--- config.mk ---
export PLATFORM = sky130hd
export DESIGN_NAME = ram_req_ctrl
export DESIGN_NICKNAME = d
export VERILOG_FILES = /design/src/rtl/ram_pkg.sv /design/src/rtl/ram_rsp_pipe.sv /design/src/rtl/ram_req_ctrl.sv
export SDC_FILE = /design/constraint.sdc
export NUM_CORES = 1
export LEC_CHECK = 0
export CORE_MARGIN = 5
export CORE_UTILIZATION = 35
export CTS_CLUSTER_DIAMETER = 200
export DETAILED_ROUTE_END_ITERATION = 12
export DONT_BUFFER_PORTS = 1
export GPL_TIMING_DRIVEN = 0
export PLACE_DENSITY_LB_ADDON = 0.05
export SYNTH_ARGS = -nofsm -noshare
export SYNTH_HDL_FRONTEND = slang
export SYNTH_SLANG_ARGS = --single-unit
--- constraint.sdc ---
create_clock -name clk -period 5.2 [get_ports clk]
set_clock_uncertainty 0.1 [all_clocks]
set_input_delay 0.26 -clock clk [delete_from_list [all_inputs] [get_ports clk]]
set_output_delay 0.26 -clock clk [all_outputs]
set_load 0.02 [all_outputs]
--- src/rtl/ram_pkg.sv ---
// Shared definitions for the ram request controller and its response pipe.
// Holds the default geometry, the controller FSM encoding and the request bundle.
// No logic lives here; every consumer imports it with ram_pkg::*.
package ram_pkg;

  localparam int RAM_ADDR_W = 8;
  localparam int RAM_DATA_W = 32;
  localparam int RAM_DEPTH  = 8;

  typedef enum logic [0:0] {
    IDLE  = 1'b0,
    CLEAR = 1'b1
  } ctrl_state_t;

  typedef struct packed {
    logic                  we;
    logic [RAM_ADDR_W-1:0] addr;
    logic [RAM_DATA_W-1:0] wdata;
  } ram_req_t;

endpackage

--- src/rtl/ram_rsp_pipe.sv ---
// Read response pipe: delays the read marker two stages and then registers ram OUT.
// Latency: rsp_valid_o is high in the third cycle after rd_fire_i is sampled.
// Backpressure: none; one response per accepted read, always delivered in order.
module ram_rsp_pipe
  import ram_pkg::*;
#(
  parameter int DATA_W = RAM_DATA_W
) (
  input  logic              clk,
  input  logic              rst,
  input  logic              rd_fire_i,
  input  logic              rd_err_i,
  input  logic [DATA_W-1:0] ram_dout_i,
  output logic              rsp_valid_o,
  output logic              rsp_err_o,
  output logic [DATA_W-1:0] rsp_data_o
);

  logic [1:0]        vld_q;
  logic [1:0]        err_q;
  logic              rsp_valid_q;
  logic              rsp_err_q;
  logic [DATA_W-1:0] rsp_data_q;
  logic [DATA_W-1:0] rsp_data_d;

  // Capture ram OUT only when a read reaches the last stage; out-of-range reads return zero.
  always_comb begin
    rsp_data_d = rsp_data_q;
    if (vld_q[1]) begin
      rsp_data_d = err_q[1] ? '0 : ram_dout_i;
    end
  end

  // Shift the read marker along; reset flushes anything in flight.
  always_ff @(posedge clk or posedge rst) begin
    if (rst) begin
      vld_q       <= '0;
      err_q       <= '0;
      rsp_valid_q <= 1'b0;
      rsp_err_q   <= 1'b0;
      rsp_data_q  <= '0;
    end else begin
      vld_q       <= {vld_q[0], rd_fire_i};
      err_q       <= {err_q[0], rd_err_i};
      rsp_valid_q <= vld_q[1];
      rsp_err_q   <= vld_q[1] & err_q[1];
      rsp_data_q  <= rsp_data_d;
    end
  end

  assign rsp_valid_o = rsp_valid_q;
  assign rsp_err_o   = rsp_err_q;
  assign rsp_data_o  = rsp_data_q;

endmodule

--- src/rtl/ram_req_ctrl.sv ---
// Request-side controller owning the ram addr/rw/din port, plus a zero-fill clear sequence.
// Latency: ram port registered one edge after accept; read response 3 cycles after accept.
// Backpressure: req_ready drops only while clearing or when clr_start is present.
// Optional RAM_REQ_CTRL_STATS_EN adds saturating wr_count/rd_count outputs.
module ram_req_ctrl
  import ram_pkg::*;
#(
  parameter int ADDR_W = RAM_ADDR_W,
  parameter int DATA_W = RAM_DATA_W,
  parameter int DEPTH  = RAM_DEPTH
) (
  input  logic              clk,
  input  logic              rst,
  input  logic              req_valid,
  output logic              req_ready,
  input  logic              req_we,
  input  logic [ADDR_W-1:0] req_addr,
  input  logic [DATA_W-1:0] req_wdata,
  output logic              rsp_valid,
  output logic [DATA_W-1:0] rsp_data,
  output logic              rsp_err,
  input  logic              clr_start,
  output logic              busy,
  output logic [ADDR_W-1:0] ram_addr,
  output logic              ram_rw,
  output logic [DATA_W-1:0] ram_din,
`ifdef RAM_REQ_CTRL_STATS_EN
  output logic [15:0]       wr_count,
  output logic [15:0]       rd_count,
`endif
  input  logic [DATA_W-1:0] ram_dout
);

  localparam logic [ADDR_W:0]   DEPTH_X  = (ADDR_W+1)'(DEPTH);
  localparam logic [ADDR_W-1:0] LAST_IDX = ADDR_W'(DEPTH - 1);

  ctrl_state_t       state_q, state_d;
  logic [ADDR_W-1:0] cnt_q, cnt_d;
  logic [ADDR_W-1:0] ram_addr_q, ram_addr_d;
  logic              ram_rw_q, ram_rw_d;
  logic [DATA_W-1:0] ram_din_q, ram_din_d;

  ram_req_t req;
  logic     in_range;
  logic     xfer;
  logic     rd_fire;

  assign req      = '{we: req_we, addr: req_addr, wdata: req_wdata};
  assign in_range = ({1'b0, req.addr} < DEPTH_X);

  // A clear request takes priority over any request offered in the same cycle.
  assign req_ready = (state_q == IDLE) && !clr_start;
  assign xfer      = req_valid && req_ready;
  assign rd_fire   = xfer && !req.we;
  assign busy      = (state_q == CLEAR);

  // Next-state for the FSM and the ram port; rw falls back to read whenever nothing is issued.
  always_comb begin
    state_d    = state_q;
    cnt_d      = cnt_q;
    ram_addr_d = ram_addr_q;
    ram_rw_d   = 1'b0;
    ram_din_d  = ram_din_q;
    case (state_q)
      IDLE: begin
        if (clr_start) begin
          state_d = CLEAR;
          cnt_d   = '0;
        end else if (req_valid) begin
          ram_addr_d = req.addr;
          ram_din_d  = req.wdata;
          // Out-of-range writes are silently dropped by never asserting rw.
          ram_rw_d   = req.we && in_range;
        end
      end
      CLEAR: begin
        ram_addr_d = cnt_q;
        ram_rw_d   = 1'b1;
        ram_din_d  = '0;
        if (cnt_q == LAST_IDX) begin
          state_d = IDLE;
          cnt_d   = '0;
        end else begin
          cnt_d = cnt_q + 1'b1;
        end
      end
      default: begin
        state_d = IDLE;
        cnt_d   = '0;
      end
    endcase
  end

  // FSM, clear counter and registered ram port.
  always_ff @(posedge clk or posedge rst) begin
    if (rst) begin
      state_q    <= IDLE;
      cnt_q      <= '0;
      ram_addr_q <= '0;
      ram_rw_q   <= 1'b0;
      ram_din_q  <= '0;
    end else begin
      state_q    <= state_d;
      cnt_q      <= cnt_d;
      ram_addr_q <= ram_addr_d;
      ram_rw_q   <= ram_rw_d;
      ram_din_q  <= ram_din_d;
    end
  end

  assign ram_addr = ram_addr_q;
  assign ram_rw   = ram_rw_q;
  assign ram_din  = ram_din_q;

  ram_rsp_pipe #(
    .DATA_W (DATA_W)
  ) u_rsp_pipe (
    .clk         (clk),
    .rst         (rst),
    .rd_fire_i   (rd_fire),
    .rd_err_i    (!in_range),
    .ram_dout_i  (ram_dout),
    .rsp_valid_o (rsp_valid),
    .rsp_err_o   (rsp_err),
    .rsp_data_o  (rsp_data)
  );

`ifdef RAM_REQ_CTRL_STATS_EN
  logic [15:0] wr_cnt_q, wr_cnt_d;
  logic [15:0] rd_cnt_q, rd_cnt_d;

  // Count accepted in-range requests only; clear writes never pass through xfer.
  always_comb begin
    wr_cnt_d = wr_cnt_q;
    rd_cnt_d = rd_cnt_q;
    if (xfer && in_range && req.we && (wr_cnt_q != 16'hFFFF)) begin
      wr_cnt_d = wr_cnt_q + 16'd1;
    end
    if (xfer && in_range && !req.we && (rd_cnt_q != 16'hFFFF)) begin
      rd_cnt_d = rd_cnt_q + 16'd1;
    end
  end

  // Saturating statistics registers.
  always_ff @(posedge clk or posedge rst) begin
    if (rst) begin
      wr_cnt_q <= '0;
      rd_cnt_q <= '0;
    end else begin
      wr_cnt_q <= wr_cnt_d;
      rd_cnt_q <= rd_cnt_d;
    end
  end

  assign wr_count = wr_cnt_q;
  assign rd_count = rd_cnt_q;
`endif

endmodule

==> results of run 1 <==
-- flip-flops by register name, summed over array words and instances, names as in the netlist, 2 cells and up --
| signal | cells |
|---|---|
| cnt_q | 8 |
| u_rsp_pipe.err_q | 2 |
| ram_din | 32 |
| ram_addr | 8 |
| u_rsp_pipe.rsp_data_o | 32 |
| u_rsp_pipe.vld_q | 2 |
-- metrics by stage --
stage / power (µW) / area, µm² / instances / setup slack, ps
2_1_floorplan: 1530 / 3440 / 313 / 2560
3_3_place_gp: 1660 / 3600 / 446 / 1430
3_5_place_dp: 1670 / 3630 / 447 / 3160
4_1_cts: 2270 / 4600 / 537 / 3130
5_1_grt: 2380 / 4600 / 537 / 2980
6_report: 2230 / 4600 / 537 / 3160
-- worst paths after layout --
path | end | startpoint | cells after the start | slack [ps]
hold / removal | ram_addr[4]$_DFFE_PP0P_ | req_addr[4] | 2 | 30
setup / recovery | u_rsp_pipe.vld_q[0]$_DFF_PP0_ | busy$_DFF_PP0_ | 5 | 3160
hold reg to reg | u_rsp_pipe.err_q[1]$_DFF_PP0_ | u_rsp_pipe.err_q[0]$_DFF_PP0_ | 0 | 250
min in group asynchronous | u_rsp_pipe.rsp_data_o[9]$_DFFE_PP0P_ | rst | 2 | 350
setup reg to reg | u_rsp_pipe.vld_q[0]$_DFF_PP0_ | busy$_DFF_PP0_ | 5 | 3160
max in group asynchronous | u_rsp_pipe.vld_q[1]$_DFF_PP0_ | rst | 3 | 4020
-- power groups by stage --
stage | logic (µW) | registers, µW | clock network, µW
2_1_floorplan | 300 | 1230 | 0
3_3_place_gp | 367 | 1300 | 0
3_5_place_dp | 380 | 1300 | 0
4_1_cts | 426 | 1280 | 560
5_1_grt | 493 | 1310 | 584
6_report | 420 | 1280 | 538
-- timing repair --
action,CTS,global route
hold endpoints to repair,111,0
setup buffers,0,0
hold buffers,74,0
-- per-layer routing --
layer	vias up	GRT usage [%]
li1	1228	-
met1	1249	19.6
met4	0	5.95
met5	-	0
met2	92	24.3
met3	14	4.97
-- cell families after synthesis --
logic type	share of synthesized area (%)
buffers and inverters	6.01
adders and majority gates	0.364
AOI/OAI and AO/OA	17.0
muxes	2.33
and+or+nand+nor	10.2
DFF	64.1
-- cell usage after synthesis (2+ instances only) --
cell type and count:
a21oi_1 2, a22o_1 33, and2_1 2, buf_2 6, clkbuf_1 12, dfrtp_1 88, inv_1 35, mux2i_1 8
nand2_1 49, nand3_1 6, nor2_1 5, nor2b_1 5, nor3_1 2, o21ai_0 43
-- cell type report --
class                      count  area, µm²  share of cell area [%]
inverter                      35        134                    2.91
multi-input combinational    172       1030                    22.3
timing repair buffer          75        768                    16.7
buffer                        18       75.1                    1.63
tap                          133        166                    3.61
clock inverter                 4       76.3                    1.66
clock buffer                  12        155                    3.37
sequential                    88       2200                    47.8
-- worst max-delay path, cell delays in order (launching register included) --
cell and delay, ps:
dfrtp_1 540, nor2_2 530, and2_1 210, buf_2 160, buf_2 230, nor2b_1 180
==> flow_metrics.tcl, run 1 <==
set metrics [dict create \
    status "completed" \
    fmax_mhz 490 \
    ys_warn_count 0 \
    cp_data_arrival_time_ps 2210 \
    syn2layout_area_growth_pct 34.0 \
    vias 2583 \
    drtAntennaViolNets 0 \
    finalHoldViolCount 0 \
    relSlewSlack_pct 62.2 \
    nNetsFinal 477 \
    dr.pass1.iters 6 \
    die_w_um 109 \
    seq_area_frac_synth_pct 64.1 \
    gr-total-overflow 0 \
    p_seq_share_pct 57.1 \
    grt_first_pass_wirelength_um 14300 \
    critPathMaxFanout 10 \
    rows 36 \
    synth_nets 391 \
    diodes 0 \
    crit_type "reg2reg" \
    ys.flop_type "dfrtp_1" \
    synthTopCellsByArea "dfrtp_1 64%, a22o_1 8.4%, o21ai_0 6.3%" \
    post_drt_wl_per_cell_um 17.0 \
    met2_wirelength_um 4460 \
    postSynth.asyncResetShare_pct 100 \
    routed_wl_um 9130 \
    hpwl_um 6110 \
    dieArea_um2 11900 \
    layout-drive-gt1-share_pct 6.68 \
    rsz0062_at_grt "false" \
    yosysTopAreaCellShare_pct 64.1 \
    drc 0 \
    slew_violations 0 \
    drt_iter0_markers 74 \
    cts_sinks 88 \
    start_util_pct 35.5 \
    yosysUniqueCellTypes 31 \
    clk_pin_slew_ps 90 \
    synth-seq-cells 88 \
    synth_area_per_cell_um2 11.0 \
    cts_tree "built" \
    io_pins 154 \
    worst_slew_pin_slew_ps 566 \
    cts-resized-gates 0 \
    cts_htree_levels 3 \
    clk_path_buf_depth 2 \
    p_sw_share_pct 38.7 \
    syn_inst 313 \
    numPortBuffers 0 \
    fin_setup_tns_ps 0 \
    fillers 915 \
    syn_area_um2 3440 \
    vias_per_cell 4.81 \
    die_h_um 109 \
    p_leak_uw 0.00211 \
    fin_crit_ps 2040 \
    worstSetupStartpointType "flip-flop" \
    p_int_uw 1370 \
    drt-met1-wl_um 3750 \
    combPwrFrac_pct 18.8 \
    synth_edf_count 0 \
    setup-violations-final 0 \
    first_global_vias 2740 \
    yosysTopAreaCell "dfrtp_1" \
    fin_crit_sh_pct 39.2 \
    clkPwrFrac_pct 24.1 \
    clock_latency_ps 340 \
    dr_wl_met3_um 775 \
    track_usage_pct 15.4 \
    cts-root-buf "clkbuf_8" \
    final_util_pct 47.5 \
    final_cell_mix "88 x dfrtp_1, 74 x dlygate4sd3_1, 49 x nand2_1" \
    p_sw_uw 865 \
    layout_commonest_cell "dfrtp_1" \
    routabilityCongestion 0.708 \
    hp-class "in2reg" \
    antenna_found_initial 0 \
    ir_worst_vdd_mv 0.194 \
    cp-end-kind "flip-flop" \
    power.density_nw_per_um2 485 \
    core_um2 9680 \
    top_layer_used "met4" \
    cap_violations 0 \
    required_ps 5370 \
    grt_max_degree 50 \
    hold_ws_ps 25.6 \
    cts_made_buffers 9 \
]
No activity file was read; power rests on OpenSTA's default activity.
==> inputs of run 2 (changes only) <==
Clock period 5.2 ns to 1.68 ns, I/O delays scaled along.
==> flow_metrics.tcl, run 2 (synthesized netlist as in run 1, its figures left out) <==
set metrics [dict create \
    rsz0062_at_grt "true" \
    clk_pin_slew_ps 80 \
    dr.pass1.iters 4 \
    vias 2573 \
    dieArea_um2 11900 \
    p_seq_share_pct 59.2 \
    nNetsFinal 482 \
    clkPwrFrac_pct 20.2 \
    power.density_nw_per_um2 1440 \
    routabilityCongestion 0.727 \
    status "finished, violations left" \
    fillers 907 \
    combPwrFrac_pct 20.6 \
    path_cells "or4b_4 -> o41ai_4 -> or3_1 -> nand3_2" \
    fin_setup_tns_ps -34.9 \
    ir_worst_vdd_mv 0.585 \
    crit_type "reg2reg" \
    crit_buf_inv 0 \
    gr-total-overflow 0 \
    cts-root-buf "clkbuf_8" \
    vias_per_cell 4.75 \
    post_drt_wl_per_cell_um 16.7 \
    diodes 0 \
    drc 0 \
    die_h_um 109 \
    p_int_uw 4030 \
    multi_input_area_um2 1050 \
    hp-class "in2reg" \
    relSlewSlack_pct 59.7 \
    antenna_found_initial 0 \
    die_w_um 109 \
    io_pins 154 \
    start_util_pct 35.5 \
    drt_iter0_markers 99 \
    postCtsSetupBuffers 0 \
    p_sw_share_pct 40.0 \
    fin_crit_ps 1710 \
    finalHoldViolCount 0 \
    seq_area_um2 2200 \
    critPathSlowestCell "or4b_4" \
    top_layer_used "met4" \
    grt_first_pass_wirelength_um 14200 \
    fin_crit_sh_pct 102 \
    numPortBuffers 0 \
    layout_commonest_cell "dfrtp_1" \
    drtAntennaViolNets 0 \
    drt-met1-wl_um 3700 \
    clock_latency_ps 350 \
    track_usage_pct 15.5 \
    setup-violations-final 1 \
    met2_wirelength_um 4520 \
    worstSetupStartpointType "flip-flop" \
    clk_path_buf_depth 2 \
    cp-end-kind "flip-flop" \
    core_um2 9680 \
    violations "negative setup slack" \
    max_stage_delay_ps 580 \
    layout-drive-gt1-share_pct 9.78 \
    fin_area_um2 4670 \
    required_ps 1820 \
    p_sw_uw 2690 \
    first_global_vias 2732 \
    slew_violations 0 \
    cts_htree_levels 3 \
    critPathMaxFanout 8 \
    hold_ws_ps 48.8 \
    syn2layout_area_growth_pct 36.0 \
    rows 36 \
    cap_violations 0 \
    dr_wl_met3_um 757 \
    fmax_mhz 583 \
    worst_slew_pin_slew_ps 604 \
    dpl_cell_area_um2 3650 \
    cp_data_arrival_time_ps 1850 \
    worst_slack_ps -34.9 \
    grt_max_degree 36 \
    final_cell_mix "86 x dfrtp_1, 77 x dlygate4sd3_1, 49 x nand2_1" \
    routed_wl_um 9080 \
    p_leak_uw 0.00215 \
    cp_top_family "simple AND/OR/NAND/NOR gates" \
    hpwl_um 6090 \
    cts_sinks 88 \
    cts_made_buffers 9 \
    cts_tree "built" \
]
run 2: tightest hold or removal path, delay by kind of cell:
family	cells	cell delay [ps]
buffers and inverters	1	160
AND/OR/NAND/NOR	1	90
AO/OA/AOI/OAI	1	130
run 2: metal layers:
metal  track usage, %  vias to the layer above
li1                 -                     1239
met1             18.8                     1234
met2             25.7                       90
met3             4.38                       10
met4             6.76                        0
met5                0                        -
run 2: layout make-up:
cell class | count | share of cell area [%]
multi-input cells | 173 | 22.6
clock buffers | 13 | 3.62
flip-flops and latches | 88 | 47.2
clock inverters | 3 | 0.321
repair buffers | 79 | 17.4
plain buffers | 18 | 2.49
well taps | 133 | 3.56
inverters | 35 | 2.89
run 2: power groups by stage:
stage / clock network (µW) / logic [µW] / registers, µW
2_1_floorplan: 0 / 928 / 3810
3_3_place_gp: 0 / 1140 / 4010
3_5_place_dp: 0 / 1160 / 4000
4_1_cts: 1440 / 1370 / 3990
5_1_grt: 1520 / 1610 / 4070
6_report: 1360 / 1380 / 3980
run 2: path summary, 6_finish.rpt:
kind	from	to	slack, ps	cells past startpoint
worst max-delay path	cnt_q[4]$_DFFE_PP0N_	cnt_q[3]$_DFFE_PP0N_	-30	4
worst min-delay path	req_valid	ram_din[30]$_DFFE_PP0P_	50	3
worst max register to register	cnt_q[4]$_DFFE_PP0N_	cnt_q[3]$_DFFE_PP0N_	-30	4
worst min register to register	u_rsp_pipe.vld_q[0]$_DFF_PP0_	u_rsp_pipe.vld_q[1]$_DFF_PP0_	250	0
max in group asynchronous	rst	cnt_q[4]$_DFFE_PP0N_	490	4
min in group asynchronous	rst	ram_din[25]$_DFFE_PP0P_	190	2
run 2: metrics by stage:
stage / worst slack [ps] / total power (µW) / utilization [%] / std cells
2_1_floorplan: 12.8 / 4730 / - / 313
3_3_place_gp: -350 / 5140 / 37.2 / 446
3_5_place_dp: -345 / 5170 / 37.6 / 448
4_1_cts: -43.7 / 6800 / 47.9 / 542
5_1_grt: -106 / 7200 / 48.2 / 542
6_report: -34.9 / 6720 / 48.2 / 542
run 2: what timing repair did:
action | 4_1_cts | 5_1_grt
pin swaps | 2 | 1
hold buffers | 77 | 0
gates resized for setup | 12 | 17
gates cloned | 1 | 0
setup endpoints to repair | 47 | 53
hold endpoints to repair | 137 | 0
==> inputs of run 3 (changes only) <==
Settings changed: GPL_TIMING_DRIVEN 0 to not set, SYNTH_HIERARCHICAL set to 1.
==> flow_metrics.tcl, run 3 <==
set metrics [dict create \
    ys_warn_count 6 \
    synth_area_per_cell_um2 13.7 \
    hpwl_um 5720 \
    post_drt_wl_per_cell_um 18.9 \
    layout_commonest_cell "dfrtp_1" \
    yosysUniqueCellTypes 39 \
    slew_violations 0 \
    dieArea_um2 12000 \
    drt_iter0_markers 132 \
    postSynth.asyncResetShare_pct 100 \
    ys.flop_type "dfrtp_1" \
    synth-seq-cells 88 \
    synth.most_common_cell "dfrtp_1" \
    seq_area_frac_synth_pct 63.7 \
    antenna_found_initial 0 \
    synth_nets 330 \
    gr-total-overflow 0 \
    final_cell_mix "88 x dfrtp_1, 78 x dlygate4sd3_1, 35 x a22o_1" \
    ir_worst_vdd_mv 0.652 \
    routabilityCongestion 0.712 \
    status "completed" \
    clkPwrFrac_pct 27.4 \
    grt_max_degree 39 \
    numPortBuffers 0 \
    p_sw_uw 1720 \
    vias 2421 \
    worstSetupStartpointType "flip-flop" \
    dr.pass1.iters 4 \
    fin_crit_ps 1570 \
    p_sw_share_pct 32.5 \
    die_h_um 109 \
    pre_cts_ws_ps 121 \
    hp-class "in2reg" \
    synthTopCellsByArea "dfrtp_1 64%, a22o_1 8.9%, a22o_2 8.1%" \
    vias_per_cell 5.11 \
    finalHoldViolCount 0 \
    rows 36 \
    fin_crit_sh_pct 93.5 \
    p_int_uw 3570 \
    syn2layout_area_growth_pct 33.4 \
    clk_pin_slew_ps 90 \
    cts_htree_levels 3 \
    syn_area_um2 3460 \
    p_seq_share_pct 52.1 \
    power.density_nw_per_um2 1150 \
    cp-end-kind "flip-flop" \
    crit_type "reg2reg" \
    diodes 0 \
    routed_wl_um 8940 \
    p_leak_uw 0.00211 \
    io_pins 154 \
    fmax_mhz 637 \
    relSlewSlack_pct 68.1 \
    fillers 919 \
    critPathMaxFanout 3 \
    start_util_pct 35.6 \
    fin_setup_tns_ps 0 \
    first_global_vias 2635 \
    yosysTopAreaCellShare_pct 63.7 \
    clock_latency_ps 350 \
    cp_data_arrival_time_ps 1750 \
    syn_inst 252 \
    setup-violations-final 0 \
    worst_slew_pin_slew_ps 478 \
    track_usage_pct 15.0 \
    combPwrFrac_pct 20.5 \
    grt_first_pass_wirelength_um 14000 \
    worst_slack_ps 109 \
    cap_violations 0 \
    synth_common_cells "88 x dfrtp_1, 35 x a22o_1, 28 x a22o_2" \
    clk_path_buf_depth 2 \
    cts_made_buffers 9 \
    die_w_um 109 \
    seq_area_um2 2200 \
    drc 0 \
    postCtsSetupBuffers 0 \
    cts_sinks 88 \
    multi_input_area_um2 1100 \
    core_um2 9730 \
    yosysTopAreaCell "dfrtp_1" \
    cts_tree "built" \
    cts-root-buf "clkbuf_8" \
    rsz0062_at_grt "false" \
    nNetsFinal 415 \
    drtAntennaViolNets 0 \
    required_ps 1860 \
    layout-drive-gt1-share_pct 20.5 \
    synth_edf_count 0 \
]
==> run 3: area by class of cell <==
| cell class | instances | share of cell area, % |
|---|---|---|
| Clock buffer | 9 | 2.68 |
| Clock inverter | 6 | 1.49 |
| Inverter | 6 | 0.488 |
| Multi-Input combinational cell | 139 | 23.9 |
| Sequential cell | 88 | 47.7 |
| Tap cell | 133 | 3.61 |
| Timing Repair Buffer | 93 | 20.2 |
==> run 3: per-stage QoR <==
stage | power (µW) | instance area (µm²) | instances | util (%) | hold slack, ps
global route | 5610 | 4620 | 474 | 47.4 | 89.2
CTS | 5370 | 4610 | 474 | 47.4 | 63.4
floorplan | 3430 | 3460 | 252 | - | 49.6
global placement | 3740 | 3640 | 381 | 37.4 | -84.7
detailed placement | 3740 | 3640 | 381 | 37.4 | -91.1
finish | 5290 | 4620 | 474 | 47.4 | 82.0
==> run 3: timing repair <==
item                                   in CTS  in global routing
setup endpoints to repair                   0                  1
hold buffers                               78                  0
resized for setup                           0                  1
endpoints found under the hold margin     169                  0
==> run 3: kinds of logic after synthesis <==
family / synth area share, %
adders and majority gates: 0.362
xor gates and xnor gates: 0.253
AOI/OAI and AO/OA: 21.5
buffers and inverters: 4.67
and+or+nand+nor: 6.58
muxes: 2.97
DFF: 63.7
==> run 3: layer usage <==
metal	vias to the layer above	GRT usage [%]	wire [µm]
met3	12	4.87	860
met2	96	24.1	4230
met5	-	0	0
met1	1212	18.6	3690
li1	1101	-	-
met4	0	6.50	167
==> run 3: worst max-delay path, stage by stage (launching register included) <==
cell	delay [ps]
dfrtp_1	410
nor2_2	120
and2_1	210
nor2b_1	140
dlygate4sd3_1	540
==> run 3: worst paths after layout <==
kind                                               startpoint                            end  slack, ps  cells after the start
min in group asynchronous                                 rst        ram_din[14]$_DFFE_PP0P_        150                      2
worst max register to register                 busy$_DFF_PP0_  u_rsp_pipe/vld_q[0]$_DFF_PP0_        110                      4
worst min register to register  u_rsp_pipe/vld_q[0]$_DFF_PP0_  u_rsp_pipe/vld_q[1]$_DFF_PP0_        250                      0
worst max-delay path                           busy$_DFF_PP0_  u_rsp_pipe/vld_q[0]$_DFF_PP0_        110                      4
worst min-delay path                                clr_start        ram_addr[4]$_DFFE_PP0P_         80                      3
max in group asynchronous                                 rst           cnt_q[7]$_DFFE_PP0N_        800                      3
==> run 3: power by group through the flow <==
stage / Combinational, µW / Sequential (µW) / Clock (µW)
after CTS: 1090 / 2760 / 1520
after floorplan: 686 / 2740 / 0
after detailed placement: 936 / 2800 / 0
after global routing: 1220 / 2800 / 1590
after global placement: 936 / 2800 / 0
final: 1080 / 2760 / 1450
